## src/rtl/mmio_uart_tx.sv

```systemverilog
// mmio_uart_tx -- memory-mapped UART transmitter with a small TX FIFO.
//
// Register map (word offset on addr):
//   0 TXDATA  (W)  : wdata[7:0] is queued for transmission; it is dropped and
//                    OVF is set if the FIFO is already full
//   1 STATUS  (R/W): [0] FULL [1] EMPTY [2] BUSY [3] OVF [7:4] count;
//                    any write clears OVF
//   2 BAUDDIV (R/W): [15:0] clocks per bit; a written 0 is stored as 1
//   3 reserved     : reads 0
//
// Ports:
//   clk       : single clock, rising edge
//   arst      : asynchronous active-high reset
//   sel       : peripheral select from the address decoder
//   addr[1:0] : register word offset
//   we        : store strobe (qualified by sel)
//   wdata     : store data (DATA_WIDTH)
//   rdata     : combinational read data, 0 when sel is low
//   tx        : serial line, idles high
//   irq_empty : high while the FIFO is empty and the serializer is idle
//
// Frame: start bit, 8 data bits LSB first, optional even parity, one stop bit.
// Define UART_TX_PARITY_EN to include the parity bit.
// DATA_WIDTH must be at least 16 so that BAUDDIV fits on the bus.

module mmio_uart_tx #(
    parameter int DATA_WIDTH   = 32,
    parameter int FIFO_DEPTH   = 4,
    parameter int BAUD_DIV_RST = 234
) (
    input  logic                  clk,
    input  logic                  arst,
    input  logic                  sel,
    input  logic [1:0]            addr,
    input  logic                  we,
    input  logic [DATA_WIDTH-1:0] wdata,
    output logic [DATA_WIDTH-1:0] rdata,
    output logic                  tx,
    output logic                  irq_empty
);

    localparam int PW = (FIFO_DEPTH > 1) ? $clog2(FIFO_DEPTH) : 1;
    localparam int CW = $clog2(FIFO_DEPTH + 1);
    localparam logic [CW-1:0] DEPTH_C  = CW'(FIFO_DEPTH);
    localparam logic [15:0]   BAUD_RST = 16'(BAUD_DIV_RST);

    typedef enum logic [2:0] {
        IDLE,
        START,
        DATA,
`ifdef UART_TX_PARITY_EN
        PARITY,
`endif
        STOP
    } state_t;

    // A divider of 0 would stall the bit counter, so it is promoted to 1.
    function automatic logic [15:0] clamp_div(input logic [15:0] v);
        return (v == 16'd0) ? 16'd1 : v;
    endfunction

    state_t          state_q, state_d;
    logic [15:0]     baud_div_q;
    logic [15:0]     baud_cnt_q;
    logic [2:0]      bit_idx_q;
    logic            ovf_q;
    logic [7:0]      mem [FIFO_DEPTH];
    logic [PW-1:0]   wr_ptr_q, rd_ptr_q;
    logic [CW-1:0]   count_q;
    logic [7:0]      shreg_q;
`ifdef UART_TX_PARITY_EN
    logic            parity_q;
`endif

    logic wr_txdata, wr_status, wr_baud;
    logic full, empty, push, pop, reload, shift, bit_end, busy;
    logic [7:0] status;
    logic unused_wdata_hi;

    assign wr_txdata = sel && we && (addr == 2'd0);
    assign wr_status = sel && we && (addr == 2'd1);
    assign wr_baud   = sel && we && (addr == 2'd2);

    // Fullness is judged on the pre-edge count, so a pop on the same edge
    // does not rescue a write into a full FIFO.
    assign full    = (count_q == DEPTH_C);
    assign empty   = (count_q == '0);
    assign push    = wr_txdata && !full;
    assign bit_end = (baud_cnt_q == 16'd0);
    assign busy    = (state_q != IDLE);

    assign irq_empty       = empty && !busy;
    assign unused_wdata_hi = ^wdata[DATA_WIDTH-1:16];

    // Next-state logic: a pop always coincides with entering START, so the
    // bit counter and bit index are reloaded there as well.
    always_comb begin
        state_d = state_q;
        pop     = 1'b0;
        reload  = 1'b0;
        shift   = 1'b0;
        case (state_q)
            IDLE: begin
                if (!empty) begin
                    pop     = 1'b1;
                    reload  = 1'b1;
                    state_d = START;
                end
            end
            START: begin
                if (bit_end) begin
                    reload  = 1'b1;
                    state_d = DATA;
                end
            end
            DATA: begin
                if (bit_end) begin
                    reload = 1'b1;
                    shift  = 1'b1;
                    if (bit_idx_q == 3'd7) begin
`ifdef UART_TX_PARITY_EN
                        state_d = PARITY;
`else
                        state_d = STOP;
`endif
                    end
                end
            end
`ifdef UART_TX_PARITY_EN
            PARITY: begin
                if (bit_end) begin
                    reload  = 1'b1;
                    state_d = STOP;
                end
            end
`endif
            STOP: begin
                if (bit_end) begin
                    // Chain straight into the next start bit when more data waits.
                    if (!empty) begin
                        pop     = 1'b1;
                        reload  = 1'b1;
                        state_d = START;
                    end else begin
                        state_d = IDLE;
                    end
                end
            end
            default: state_d = IDLE;
        endcase
    end

    // Line level is decoded from the state register so reset forces it high
    // in the same cycle.
    always_comb begin
        tx = 1'b1;
        case (state_q)
            START:   tx = 1'b0;
            DATA:    tx = shreg_q[0];
`ifdef UART_TX_PARITY_EN
            PARITY:  tx = parity_q;
`endif
            default: tx = 1'b1;
        endcase
    end

    always_ff @(posedge clk or posedge arst) begin
        if (arst) begin
            state_q    <= IDLE;
            baud_div_q <= BAUD_RST;
            baud_cnt_q <= 16'd0;
            bit_idx_q  <= 3'd0;
            ovf_q      <= 1'b0;
            wr_ptr_q   <= '0;
            rd_ptr_q   <= '0;
            count_q    <= '0;
        end else begin
            state_q <= state_d;

            // Reload samples the current BAUDDIV, so divider writes apply at
            // the next bit boundary.
            if (reload)
                baud_cnt_q <= baud_div_q - 16'd1;
            else if (!bit_end)
                baud_cnt_q <= baud_cnt_q - 16'd1;

            if (pop)
                bit_idx_q <= 3'd0;
            else if (shift)
                bit_idx_q <= bit_idx_q + 3'd1;

            if (wr_baud)
                baud_div_q <= clamp_div(wdata[15:0]);

            if (wr_txdata && full)
                ovf_q <= 1'b1;
            else if (wr_status)
                ovf_q <= 1'b0;

            if (push)
                wr_ptr_q <= wr_ptr_q + PW'(1);
            if (pop)
                rd_ptr_q <= rd_ptr_q + PW'(1);

            case ({push, pop})
                2'b10:   count_q <= count_q + CW'(1);
                2'b01:   count_q <= count_q - CW'(1);
                default: count_q <= count_q;
            endcase
        end
    end

    always_ff @(posedge clk) begin
        if (push)
            mem[wr_ptr_q] <= wdata[7:0];
        if (pop) begin
            shreg_q <= mem[rd_ptr_q];
`ifdef UART_TX_PARITY_EN
            parity_q <= ^mem[rd_ptr_q];
`endif
        end else if (shift) begin
            shreg_q <= {1'b0, shreg_q[7:1]};
        end
    end

    assign status = {4'(count_q), ovf_q, busy, empty, full};

    always_comb begin
        rdata = '0;
        if (sel) begin
            case (addr)
                2'd1:    rdata[7:0]  = status;
                2'd2:    rdata[15:0] = baud_div_q;
                default: rdata       = '0;
            endcase
        end
    end

endmodule

```

## config.mk

```make
export PLATFORM = sky130hd
export DESIGN_NAME = mmio_uart_tx
export DESIGN_NICKNAME = d
export VERILOG_FILES = /design/src/rtl/mmio_uart_tx.sv
export SDC_FILE = /design/constraint.sdc
export NUM_CORES = 1
export LEC_CHECK = 0
export ABC_AREA = 1
export ABC_CLOCK_PERIOD_IN_PS = 2800
export CAP_MARGIN = 0
export CORE_MARGIN = 3
export CORE_UTILIZATION = 43
export DETAILED_ROUTE_END_ITERATION = 6
export GPL_TIMING_DRIVEN = 0
export PLACE_DENSITY = 0.77
export SLEW_MARGIN = 40
export SYNTH_ARGS = -nofsm -noshare
export SYNTH_HDL_FRONTEND = slang
export SYNTH_SLANG_ARGS = --single-unit
```

## constraint.sdc

```tcl
create_clock -name clk -period 2.8 [get_ports clk]
set_clock_uncertainty 0.1 [all_clocks]
set_input_delay 0.7 -clock clk [delete_from_list [all_inputs] [get_ports clk]]
set_output_delay 0.7 -clock clk [all_outputs]
set_load 0.02 [all_outputs]
```

# After elaboration in Yosys (flattened, before gate mapping)
# Memories as Yosys holds them, arrays and structs flattened.
# Index checks and enable logic that the tools add are counted.
[totals]
reg_bits = 54
latch_bits = 0
ram_bits = 32
mem_bits_ro = 0
in_bits = 38
elab_cells = 81
memories = 1
[memory_table]
columns = ["memory", "depth", "word_bits", "rd", "rd_clocked_by_memory_dff", "wr", "line", "text"]
rows = [
  ["mem", 4, 8, 1, 0, 1, "67", "logic [7:0] mem [FIFO_DEPTH];"],
]
[classes]
add_sub_neg = 7
multipliers = 0
div = 0
order_cmp = 0
eq_ne = 15
shift = 0
muxes = 29
n_bitwise = 0
reduce_logical = 20
[op_table]
columns = ["op", "count"]
rows = [
  ["$mux W16", 4],
  ["$logic_not A16 Y1", 2],
  ["$sub A16 B1 Y16 const B", 2],
  ["$mux W8", 3],
  ["$mux W3", 7],
  ["$pmux W8 S2", 1],
  ["$ne A2 B2 Y1 const B", 6],
  ["$pmux W3 S4", 1],
  ["$mux W1", 9],
  ["$logic_and A1 B1 Y1", 7],
  ["$add A3 B1 Y3 const B", 2],
  ["$eq A3 B2 Y1 const B", 2],
  ["$eq A3 B3 Y1 const B", 2],
  ["$logic_not A3 Y1", 2],
  ["$pmux W3 S2", 1],
  ["$reduce_bool A2 Y1", 3],
  ["$reduce_and A5 Y1", 1],
  ["$add A2 B1 Y2 const B", 2],
  ["$eq A2 B1 Y1 const B", 2],
  ["$eq A2 B2 Y1 const B", 2],
  ["$pmux W1 S2", 2],
  ["$eq A3 B1 Y1 const B", 1],
  ["$pmux W1 S3", 1],
  ["$reduce_bool A3 Y1", 1],
  ["4 further kinds", 5],
]

# Longest topological paths before layout
# Gate-level depths: netlist of run 1.
[depth]
ltp_word = 6
mapped_depth = 15
ltp_nobuf = 15

# Least setup slack after synthesis of run 1
# OpenSTA, ideal clock, no wires.
[synth_path]
path_kind = "register -> register"
start = "register baud_cnt_q[3]"
end = "register count_q[2]"
setup_ns = 0.131
arrival_time_ns = 2.260
required_time_ns = 2.569
path_slack_ns = 0.309
path_stages_with_launch = 15
path_buffers = 1
synth_period_minus_slack_ns = 2.491
path_cell_list = "dfrtp_1 > nor2_1 > nand2_1 > nor2_4 > nand3_4 > nand2_1 > inv_2 > nor2_4 > buf_2 > ha_1 > inv_1 > fa_1 > a21oi_1 > o21ai_0 > xor2_1"
[synth_via]
elab_chain_len = 5
word_cells_on_any_way = 7
cone_classes = "eq/ne (2); mux (3); reduce/logical (2)"
[synth_rtl]
columns = ["item", "line", "text"]
rows = [
  ["start, declared", "64", "logic [15:0] baud_cnt_q;"],
  ["start signal, assigned", "183", "baud_cnt_q <= baud_div_q - 16'd1;"],
  ["start signal, assigned", "185", "baud_cnt_q <= baud_cnt_q - 16'd1;"],
  ["$logic_not A16 Y1 *", "89", "assign bit_end = (baud_cnt_q == 16'd0);"],
  ["$mux W1 *", "138", "if (bit_end) begin"],
  ["$pmux W1 S2 *", "102", "case (state_q)"],
  ["net pop", "76", "logic full, empty, push, pop, reload, shift, bit_end, busy;"],
  ["$eq A2 B1 Y1 or $eq A2 B2 Y1 (tied branches)", "205", "case ({push, pop})"],
  ["$pmux W3 S2 or $reduce_bool A2 Y1 (tied branches)", "--", ""],
  ["end signal, assigned", "206", "2'b10: count_q <= count_q + CW'(1);"],
  ["end signal, assigned", "207", "2'b01: count_q <= count_q - CW'(1);"],
  ["end signal, assigned", "208", "default: count_q <= count_q;"],
  ["end, declared", "69", "logic [CW-1:0] count_q;"],
]
# The timed path passes the listed nets; every way through them passes the cells marked *.
# A chain may end at the register's enable or synchronous reset.

# Worst setup path after layout of run 1
[layout_path]
start = "input addr[1]"
end = "output rdata[5]"
[layout_via]
elab_chain_len = 3
word_cells_on_any_way = 4
cone_classes = "eq/ne (2); mux (2)"
[layout_rtl]
columns = ["item", "line", "text"]
rows = [
  ["start, declared", "34", "input logic [1:0] addr,"],
  ["$eq A2 B2 Y1 or $eq A2 B1 Y1 (tied branches)", "231", "case (addr)"],
  ["$pmux W8 S2 *", "231", ""],
  ["$mux W16 *", "230", "if (sel) begin"],
  ["end, declared", "37", "output logic [DATA_WIDTH-1:0] rdata,"],
]
# Mark *: on every way between the ends. The rest lies on a longest branch, timed or not.

==> results of run 1 <==
where the power goes:
group / switching, mW / total, mW / internal (mW)
Combinational: 0.656 / 1.03 / 0.376
Clock: 0.465 / 0.906 / 0.441
Sequential: 0.136 / 1.65 / 1.51
Total: 1.26 / 3.58 / 2.33
state kept, by name (all words and copies together) (netlist names):
signal,count
baud_cnt_q,16
baud_div_q,16
bit_idx_q,3
count_q,3
mem,32
ovf_q,1
rd_ptr_q,2
shreg_q,8
state_q,2
wr_ptr_q,2
cells in the mapped netlist:
master / number
a32o_1: 1
nand3_4: 3
dfstp_2: 5
nand3_1: 14
inv_1: 64
conb_1: 1
fa_1: 1
nand2_1: 102
a22oi_1: 2
nand2_2: 12
o21a_1: 1
buf_2: 3
nor4_1: 4
clkbuf_1: 9
nor2_4: 5
o21bai_1: 1
ha_1: 15
o31ai_1: 1
xor2_1: 4
nor2_1: 85
xnor2_1: 1
o21ai_0: 41
buf_12: 2
a21boi_4: 1
dfrtp_1: 40
buf_6: 2
nand2_4: 3
edfxtp_1: 40
nand4_1: 19
inv_2: 5
buf_4: 16
o21ai_2: 1
a21oi_1: 21
nor3_2: 1
a31oi_1: 9
clkinv_2: 1
nor2_2: 7
or2_2: 3
through the flow:
stage	area, µm²	std cells
global placement	5349	736
detailed placement	5371	737
finish	5695	758
CTS	5639	753
floorplan	4788	561
global route	5695	758
final timing paths:
path	start	to	slack [ns]	cells past startpoint
setup / recovery	addr[1]	rdata[5]	0.1	6
hold / removal	ovf_q	ovf_q	0.42	1
setup reg to reg	baud_cnt_q[14]	count_q[2]	0.15	14
hold reg to reg	ovf_q	ovf_q	0.42	1
max in group asynchronous	arst	baud_div_q[5]	1.61	3
min in group asynchronous	arst	state_q[1]	0.50	2
cell type report:
| cell class | instances | area [µm²] |
|---|---|---|
| Fill cell | 922 | 4813 |
| Tap cell | 136 | 170.2 |
| Buffer | 30 | 230.2 |
| Clock buffer | 11 | 141.4 |
| Sequential cell | 85 | 2333 |
| Clock inverter | 5 | 58.81 |
| Timing Repair Buffer | 47 | 449.2 |
| Multi-Input combinational cell | 374 | 2046 |
| Inverter | 70 | 266.5 |
per-layer routing:
layer	vias up	GRT usage (%)	wire length, µm	part of all wire (%)
li1	1893	-	-	-
met1	1852	25.75	5012	43
met2	174	30.10	5409	47
met3	31	4.803	832	7.2
met4	0	7.471	272	2.4
met5	-	0	0	0
kinds of logic after synthesis:
kind of cell / synth area share [%]
DFF: 49.31
and+or+nand+nor: 25.49
adders and majority gates: 4.389
other: 0.07925
buffers and inverters: 10.47
AOI/OAI and AO/OA: 9.334
xor gates and xnor gates: 0.9254
what timing repair did:
item                       4_1_cts  5_1_grt
buffers inserted                 2        5
resized for setup               80        6
setup endpoints to repair       19        2
pin swaps                        0        3
==> summary.md, run 1 <==
| Metric | Value |
|---|---|
| Post-Route Setup TNS | 0 ns |
| First-pass GRT wire length | 18.87 mm |
| Part of the cycle the worst path needs | 96.61% |
| Status | finished clean |
| CTS tree | built |
| Mapped Area | 4732 µm² |
| Vias per cell | 5.211 |
| Minimum clock period | 2.705 ns |
| Post-synthesis cell type count | 38 |
| Gr usage total | approximately a fifth |
| Clock Pin Slew Worst Setup and Hold Paths | 0.09 ns |
| Fin util | 54.20% |
| VDD IR max | 0.4237 mV |
| Hold Vio Cnt, Final | 0 |
| Total Routed Length | 11.53 mm |
| Largest net degree at the start of global routing | 33 |
| Post-route DRC | 0 |
| Syn Area/Cell | about 8.7 µm² |
| WL/cell | 15.21 µm |
| Leakage dissipation | 2.499 nW |
| Congestion Overflow GR | 0 |
| Initial antenna violation count | 0 |
| Initial Util | 45.03% |
| CP delay by family, top | buffers and inverters |
| Rows | 37 |
| Vias in the first global route | 3849 |
| First-pass iteration count of the detailed router | 6 |
| TritonCTS Buffers | 9 |
| FF+latch count, synth | 85 |
| Nets | about 670 |
| Commonest non-fill, non-tap cell in the layout | nand2_1 |
| Slew headroom | between 40% and 50% |
| Yosys top cell area share | 25.38% |
| CTS H-tree depth | 3 |
| Vias | 3950 |
| Max-Cap Viols | 0 |
| Worst setup path class | in2out |
| Total Die Area | 12300 µm² |
| CP Data Required Time | 2.00 ns |
| Cell count after synthesis | 546 |
| Power Density | about 630 nW/µm² |
| Area leader, netlist | edfxtp_1 |
| Layout cell share with drive strength beyond 1 | 20.10% |
| Max-slew violations | 0 |
| CP max stage cell | ha_2 |
| Core footprint | approximately 11000 µm² |
| DR iter-0 viols | 375 |
| Layout area overhead | 20.36% |
| Port Buffers | 39 |
| Place WS | -0.8115 ns |
| Ys Warns | 0 |
| Final setup fails | 0 |
| Worst-Skew Late Latency | between 0.3 and 0.4 ns |
| CP arrival | roughly 1.9 ns |
| DP HPWL | 8.406 mm |
| PnR worst setup slack | 0.09505 ns |
| Register area share after synthesis | 49.31% |
| PnR Total Power | 3.585 mW |
| Io pins | 72 |
| Clk root buf | clkbuf_8 |
| # hold bufs at CTS | 0 |
| CTS sink count | 85 |
| CP bufs+invs | 3 |
| Diode count | 0 |
| Max Root-Sink Buffers | 2 |
| Number of nets with antenna violations after routing | 0 |
| HP Class | reg2reg |
| DIE WIDTH | 110.9 µm |
| Synth area leaders | edfxtp_1, dfrtp_1, nand2_1 |
| Worst slew pin tran | 0.7673 ns |
| CP cell instances | dlygate4sd2_1 > inv_1 > ha_2 > nand2_1 > a21oi_4 > buf_4 |
| Achievable frequency | around 370 MHz |
| Crit. End Element | output port |
| Most frequent cells in the layout | nand2_1, nor2_1, inv_1 |
| Die height | 110.9 µm |
| Worst path max stage delay | roughly 0.29 ns |
| WHS | roughly 0.42 ns |
| Crit start category | primary input |
| Top fanout value on the critical path | 8 |
| Gpl congestion | about 0.91 |
No activity file was read; power rests on OpenSTA's default activity.
==> run 2, diff against run 1 <==
CTS_CLUSTER_SIZE = 25   (was unset)
==> results of run 2 <==
No change in the layout: final DEF, timing and power equal those of run 1.
==> run 3, diff against run 2 <==
--- a/config.mk
+++ b/config.mk
@@ -8,5 +8,5 @@
 export ABC_AREA = 1
 export ABC_CLOCK_PERIOD_IN_PS = 2800
-export CAP_MARGIN = 0
+export CAP_MARGIN = 15
 export CORE_MARGIN = 3
 export CORE_UTILIZATION = 43
==> constraint.sdc (replaced) <==
create_clock -name clk -period 2.8 [get_ports clk]
set_clock_uncertainty 0.1 [all_clocks]
set_input_delay 0.7 -clock clk [delete_from_list [all_inputs] [get_ports clk]]
set_output_delay 0.7 -clock clk [all_outputs]
set_load 0.01 [all_outputs]
==> summary.md, run 3 (synthesis gave the netlist of run 1 again) <==
| Metric | Value |
|---|---|
| Status | finished clean |
| Max-slew violations | 0 |
| CTS sink count | between 80 and 90 |
| RSZ-0062 raised after global routing | true |
| Vias | approximately 3900 |
| Placed cell area | 5371 µm² |
| Rows | 37 |
| HP Class | reg2reg |
| DR iter-0 viols | 361 |
| Layout area overhead | 19.80% |
| Top fanout value on the critical path | 7 |
| Post-route DRC | 0 |
| Core footprint | 10510 µm² |
| Total Die Area | 12300 µm² |
| TritonCTS Buffers | 9 |
| Final-layout fill cell count | 934 |
| Met3 Use GR | 4.039% |
| Gr usage total | a little under a fifth |
| Port Buffers | 39 |
| DIE WIDTH | 110.9 µm |
| Clock Pin Slew Worst Setup and Hold Paths | about 0.090 ns |
| Hold Vio Cnt, Final | 0 |
| Slew headroom | slightly below 50% |
| Leakage dissipation | around 2.5 nW |
| Final setup fails | 0 |
| First-pass iteration count of the detailed router | 6 |
| Biggest regs | mem: 32 flops, baud_cnt_q: 16 flops, baud_div_q: 16 flops |
| Top reg by flops | mem |
| Placed cells | 737 |
| Worst-Skew Late Latency | approximately 0.37 ns |
| CP Data Required Time | 2.00 ns |
| Total Routed Length | 11.42 mm |
| Most frequent cells in the layout | nand2_1, nor2_1, inv_1 |
| Nets | 669 |
| Worst slew pin tran | 0.7685 ns |
| CP arrival | 1.98 ns |
| Fin area | 5669 µm² |
| Max FFs per register | 32 |
| Minimum clock period | 2.779 ns |
| Power Density | approximately 630 nW/µm² |
| Clk root buf | clkbuf_8 |
| Met2 GRT Util | ~30% |
| Largest net degree at the start of global routing | 33 |
| First-pass GRT wire length | 18.75 mm |
| Initial antenna violation count | 0 |
| CTS H-tree depth | 3 |
| Achievable frequency | 359.9 MHz |
| Crit start category | primary input |
| Diode count | 0 |
| Die height | 110.9 µm |
| Commonest non-fill, non-tap cell in the layout | nand2_1 |
| Post-Route Setup TNS | 0 ns |
| Max Root-Sink Buffers | 2 |
| Vias per cell | 5.127 |
| Crit. End Element | output port |
| Vias in the first global route | 3785 |
| # hold bufs at CTS | 0 |
| Number of nets with antenna violations after routing | 0 |
| Io pins | 72 |
| Layout cell share with drive strength beyond 1 | 18.06% |
| VDD IR max | ~0.42 mV |
| Worst setup path class | in2out |
| WL/cell | about 15 µm |
| Top Usage Layer GRT | met2 |
| Congestion Overflow GR | 0 |
| Final std cells w/o fill | 756 |
| CTS tree | built |
| DP HPWL | approximately 8.4 mm |
| Max-Cap Viols | 0 |
| Initial Util | 45.03% |
| Fin util | between 50% and 60% |
| M1 GR Usage | 26.27% |
| Gpl congestion | 0.9104 |
| Part of the cycle the worst path needs | 99.25% |
## run 3: changes by cell type in the layout (fill, tap and decap cells not counted), moves of 2 or more
cell / previous run / this run
clkdlybuf4s15_2: 8 / 1
clkbuf_2: 0 / 3
buf_4: 26 / 21
ha_2: 1 / 3
buf_2: 5 / 2
dlygate4sd2_1: 4 / 12
## run 3: critical path, stage by stage
cell and delay (ns):
dlygate4sd2_1 0.27, inv_1 0.09, ha_1 0.33, nand2_4 0.13, nor2_2 0.16, dlygate4sd2_1 0.28
## run 3: layout make-up
class | count | area [µm²] | area share, %
Clock buffer | 11 | 141.4 | 2.494
Sequential cell | 85 | 2333 | 41.16
Buffer | 30 | 230.2 | 4.061
Inverter | 70 | 266.5 | 4.701
Clock inverter | 5 | 58.81 | 1.037
Multi-Input combinational cell | 374 | 2044 | 36.06
Timing Repair Buffer | 45 | 424.2 | 7.482
Tap cell | 136 | 170.2 | 3.002
## run 3: final timing paths
kind,depth (start not counted),slack (ns),end,startpoint
max,6,0.02,rdata[2],addr[1]
min,1,0.41,ovf_q,ovf_q
max reg2reg,14,0.20,count_q[2],baud_cnt_q[14]
min reg2reg,1,0.41,ovf_q,ovf_q
max in group asynchronous,3,1.61,baud_div_q[6],arst
min in group asynchronous,2,0.50,state_q[1],arst
## run 3: metal layers
layer / vias to the layer above / routed length, µm
li1: 1883 / -
met1: 1844 / 5054
met2: 132 / 5370
met3: 17 / 725
met4: 0 / 272
met5: - / 0
## run 3: through the flow
stage | hold WS [ns] | total power [mW] | worst slack, ns
finish | 0.4119 | 3.547 | 0.02114
global route | 0.4428 | 3.764 | -0.007689
CTS | 0.4168 | 3.541 | 0.01307
detailed placement | 0.3961 | 2.644 | -0.7436
global placement | 0.3757 | 2.600 | -0.7124
floorplan | 0.3635 | 2.373 | 0.3090
## run 3: timing repair
item                       CTS  global route
setup endpoints to repair   18             8
cloned                       0             0
pin swaps                    0             4
gates resized for setup     39            15
buffers inserted             2             3
## run 3: where the power goes
part / internal, mW / total (mW) / leakage (nW) / switching [mW]
sequential: 1.51 / 1.65 / 0.874 / 0.138
combinational: 0.364 / 0.997 / 1.56 / 0.633
clock: 0.440 / 0.901 / 0.0980 / 0.460
==> RTL edit 1, RTL diff (flow settings as in run 1) <==
`DATA_WIDTH`: 32 -> 28.
--- a/src/rtl/mmio_uart_tx.sv
+++ b/src/rtl/mmio_uart_tx.sv
@@ -24,7 +24,7 @@
 // DATA_WIDTH must be at least 16 so that BAUDDIV fits on the bus.
 
 module mmio_uart_tx #(
-    parameter int DATA_WIDTH   = 32,
+    parameter int DATA_WIDTH   = 28,
     parameter int FIFO_DEPTH   = 4,
     parameter int BAUD_DIV_RST = 234
 ) (
Ports: changed (resized rdata and wdata); port bits go from 72 to 64. The function was not compared with the original's and may differ.
==> RTL edit 1 against run 1 <==
Routed wire length is 2.7% lower. Cell area down 1.7%. Power is 0.65% lower. Die area fell by 0.60%. Area after synthesis decreased by 0.63%. Worst setup slack gained 0.033 ns. Register-to-register slack got worse by 0.02 ns. Sequential cell count did not move. Critical endpoint is now count_q[2]$_DFFE_PP0P_. Largest cell class unchanged. Largest power group unchanged.
==> RTL edit 1: results (changes against run 1) <==
ant diodes=0 (unchanged); largest net degree at the start of global routing=31 (-6.1%); worst slack, placed=-0.816 ns (-0.00464 ns); initial DRC count=231 (-38%); xor/xnor share of the synthesized area=0.931% (+0.0059 points); Cells after DPL=729 (-1.1%); Critical-path top delay cell=dfrtp_1; cell count after synthesis=542 (-0.73%); Largest stage delay, worst path=0.41 ns (+0.12 ns); layout cell share with drive strength beyond 1=19.2% (-0.85 points); Final nets=653 (-2.7%); Synth Area in Compound Gates=9.39% (+0.060 points); Tightest Pin Transition=0.760 ns (-0.00726 ns); first-pass GRT wire length=18,800 um (-0.51%); synth top area cells=edfxtp_1 (26%), dfrtp_1 (21%), nand2_1 (8.1%); top cell family by delay on the critical path=simple AND/OR/NAND/NOR gates; DP Wirelength=8320 um (-1.0%); Total Routing Usage GR=19.0% (-0.21 points); R2R setup slack=0.13 ns (-0.02 ns); P_int=2.29 mW (-1.5%); Sequential Power Share=46.3% (+0.4 points); Filler Cells Inserted=952 (+3.3%); Vias/cell=5.20 (-0.18%); startpoint type of the worst setup path=flop; sequential area share after synthesis=49.6% (+0.31 points); maximum VDD drop=0.258 mV (-39%); area share of fa/ha/maj cells after synthesis=4.42% (+0.028 points); GPL Wtd Cong=0.889 (-2.4%); Total Power=3.56 mW (-0.65%); status=finished clean; WL per Instance=15.1 um (-0.88%); Via Count=3,870 (-2.0%); worst hold margin=0.411 ns (-0.00638 ns)
## RTL edit 1: cell types whose count changed after synthesis, sizes merged
cell  before  now
buf       23   19
## RTL edit 1: metal layers
| metal | wire (um) | global-route usage [%] |
|---|---|---|
| met5 | 0 | 0 |
| met2 | 5180 | 30.8 |
| met3 | 711 | 4.11 |
| met4 | 301 | 8.46 |
| met1 | 5020 | 24.5 |
## RTL edit 1: cell type report
cell class | instances | area, sq um | share of cell area, %
Buffer | 26 | 200 | 3.58
Clock buffer | 11 | 163 | 2.91
Clock inverter | 5 | 48.8 | 0.872
Inverter | 70 | 267 | 4.76
Multi-Input combinational cell | 370 | 2020 | 36.1
Sequential cell | 85 | 2330 | 41.7
Tap cell | 136 | 170 | 3.04
Timing Repair Buffer | 41 | 394 | 7.04
## RTL edit 1: repair_timing
action / CTS / global route
buffers inserted: 1 / 0
hold buffers: 0 / 0
setup endpoints to repair: 19 / 7
gates resized for setup: 77 / 3
pin swaps: 1 / 1
==> RTL edit 2, RTL diff (settings of run 1) <==
Made on the original files. Reset style: synchronous (`arst`), changed in one clocked block. Comments in the files are not updated.
--- a/src/rtl/mmio_uart_tx.sv
+++ b/src/rtl/mmio_uart_tx.sv
@@ -164,7 +164,7 @@
         endcase
     end
 
-    always_ff @(posedge clk or posedge arst) begin
+    always_ff @(posedge clk) begin
         if (arst) begin
             state_q    <= IDLE;
             baud_div_q <= BAUD_RST;
Check against the original RTL: differs if arst is asserted again (counterexample within 4 cycles, from zero or initial values and one cycle with arst high); with arst held inactive, the same outputs for 10 cycles.
==> RTL edit 2 against run 1 <==
Routed wire length is 6.5% lower. Cell area shrank 4.8%. Final cell count is 2.0% lower. Sequential cell count is 2 higher. Worst setup slack better by 0.055 ns. Area after synthesis decreased by 4.8%.
Power is not compared: it rests on default switching activity, and its combinational part moved more than twofold at a synthesized area within 25%.
==> RTL edit 2: results (changes against run 1) <==
clk buf depth=2 (unchanged); clk_lat worst skew=0.37 ns; clk slew on worst S/H paths=0.09 ns (about the same); Leak=2.19 nW; Largest stage delay, worst path=0.41 ns (+0.12 ns); initial antenna violation count=0 (unchanged); maximum VDD drop=0.514 mV; Largest regs=mem: 32 flops, baud_cnt_q: 16 flops, baud_div_q: 16 flops; hold depth=2 (+1); Hold WC Path Type=flop to flop; ant diodes=0 (unchanged); EDFF count, synth=40 (unchanged); worst slack, placed=-0.972 ns (-0.161 ns); area leader, netlist=edfxtp_1; Post-synth top flop=dfxtp_1; IO buf count=38 (-2.6%); initial DRC count=387 (+3.2%); layout cell share with drive strength beyond 1=19.8% (-0.26 points); vias in the first global route=3,620 (-5.9%); post-synth cell types=42 (+11%); Total Wirelength=10,800 um (-6.5%); R2R cell count=14 (unchanged); Synth top cells by count=nand2_1 (86), nor2_1 (85), inv_1 (52); first-pass GRT wire length=17,400 um (-7.6%); DRT Pass-1 Iters=5 (-1); GPL Wtd Cong=0.919 (+0.90%); Total Routing Usage GR=19.1% (-0.16 points); total CTS buffers=9 (unchanged); status=finished clean; yosys warns=0 (unchanged); Arr. time, crit path=2.81 ns (+0.91 ns); Via Count=3,842 (-2.7%); sequential area share after synthesis=47.5% (-1.8 points); DP Wirelength=7920 um (-5.8%); synth top area cells=edfxtp_1 (27%), dfxtp_1 (21%), nand2_1 (7.2%); Max-Slew Margin vs Limit=48.3% (-0.36 points); Async SR Flop Fraction=0% (-53 points); H-tree Lvls=3 (unchanged); CTS Root Cell=clkbuf_8; Final nets=659 (-1.8%); largest net degree at the start of global routing=18 (-45%); worst-path maximum fanout=10 (+2); Critical-path top delay cell=fa_1
==> RTL edit 2: cell families after synthesis <==
logic type      Yosys count  share of synthesized area [%]
compound gates           95                           12.5
xor+xnor                  2                          0.389
fa+ha+maj                16                           4.61
buf+inv                  91                           9.55
flops                    87                           47.5
other cells               1                         0.0832
simple gates            246                           25.3
==> RTL edit 2: metrics by stage <==
stage	TNS [ns]	instances	util, %	hold slack, ns	cell area (sq um)
6_report	0	743	54.2	0.371	5420
5_1_grt	-0.0156	743	54.2	0.403	5420
4_1_cts	0	738	53.2	0.371	5320
3_5_place_dp	-22.78	724	51.1	0.356	5110
3_3_place_gp	-17.83	724	51.1	0.347	5110
2_1_floorplan	0	553	-	0.336	4560
==> RTL edit 2: worst max-delay path: cells and delay by family, from the launching register on <==
family	cells	cell delay, ns
buf+inv	3	0.31
flops	1	0.35
fa+ha+maj	3	0.74
simple gates	3	0.35
compound gates	5	0.69
==> RTL edit 2: final cells by class <==
cell class                      instances  area [sq um]
Tap cell                              133           166
Clock buffer                            9           124
Buffer                                 32           220
Timing Repair inverter                  1          5.00
Multi-Input combinational cell        375          2110
Inverter                               57           225
Fill cell                             930          4580
Sequential cell                        87          2140
Timing Repair Buffer                   42           340
Clock inverter                          7          83.8
==> RTL edit 2: path summary, 6_finish.rpt <==
check,startpoint,endpoint,slack (ns)
worst max register to register,state_q[0]$_SDFFE_PP0P_,count_q[2]$_SDFFE_PP0P_,0.15
worst min register to register,rd_ptr_q[1]$_SDFFE_PP0P_,rd_ptr_q[1]$_SDFFE_PP0P_,0.37
worst min-delay path,rd_ptr_q[1]$_SDFFE_PP0P_,rd_ptr_q[1]$_SDFFE_PP0P_,0.37
worst max-delay path,state_q[0]$_SDFFE_PP0P_,count_q[2]$_SDFFE_PP0P_,0.15
==> RTL edit 2: per-layer routing <==
metal	track usage (%)	wire length, um	up-vias
met5	0	0	-
met3	4.48	812	17
met4	6.13	162	0
met2	31.2	5140	142
met1	25.1	4670	1792
li1	-	-	1891
==> RTL edit 2: power by group <==
group | switching (mW) | leakage (nW) | internal, mW | total (mW)
clock | 0.501 | 0.108 | 0.433 | 0.934
sequential | 0.122 | 0.746 | 1.58 | 1.71
combinational | 1.98 | 1.34 | 1.02 | 3.00
==> RTL edit 2: repair_timing <==
action | CTS | global route
pin swaps | 1 | 3
buffers inserted | 0 | 4
gates cloned | 0 | 1
gates resized for setup | 99 | 20
setup endpoints to repair | 30 | 26
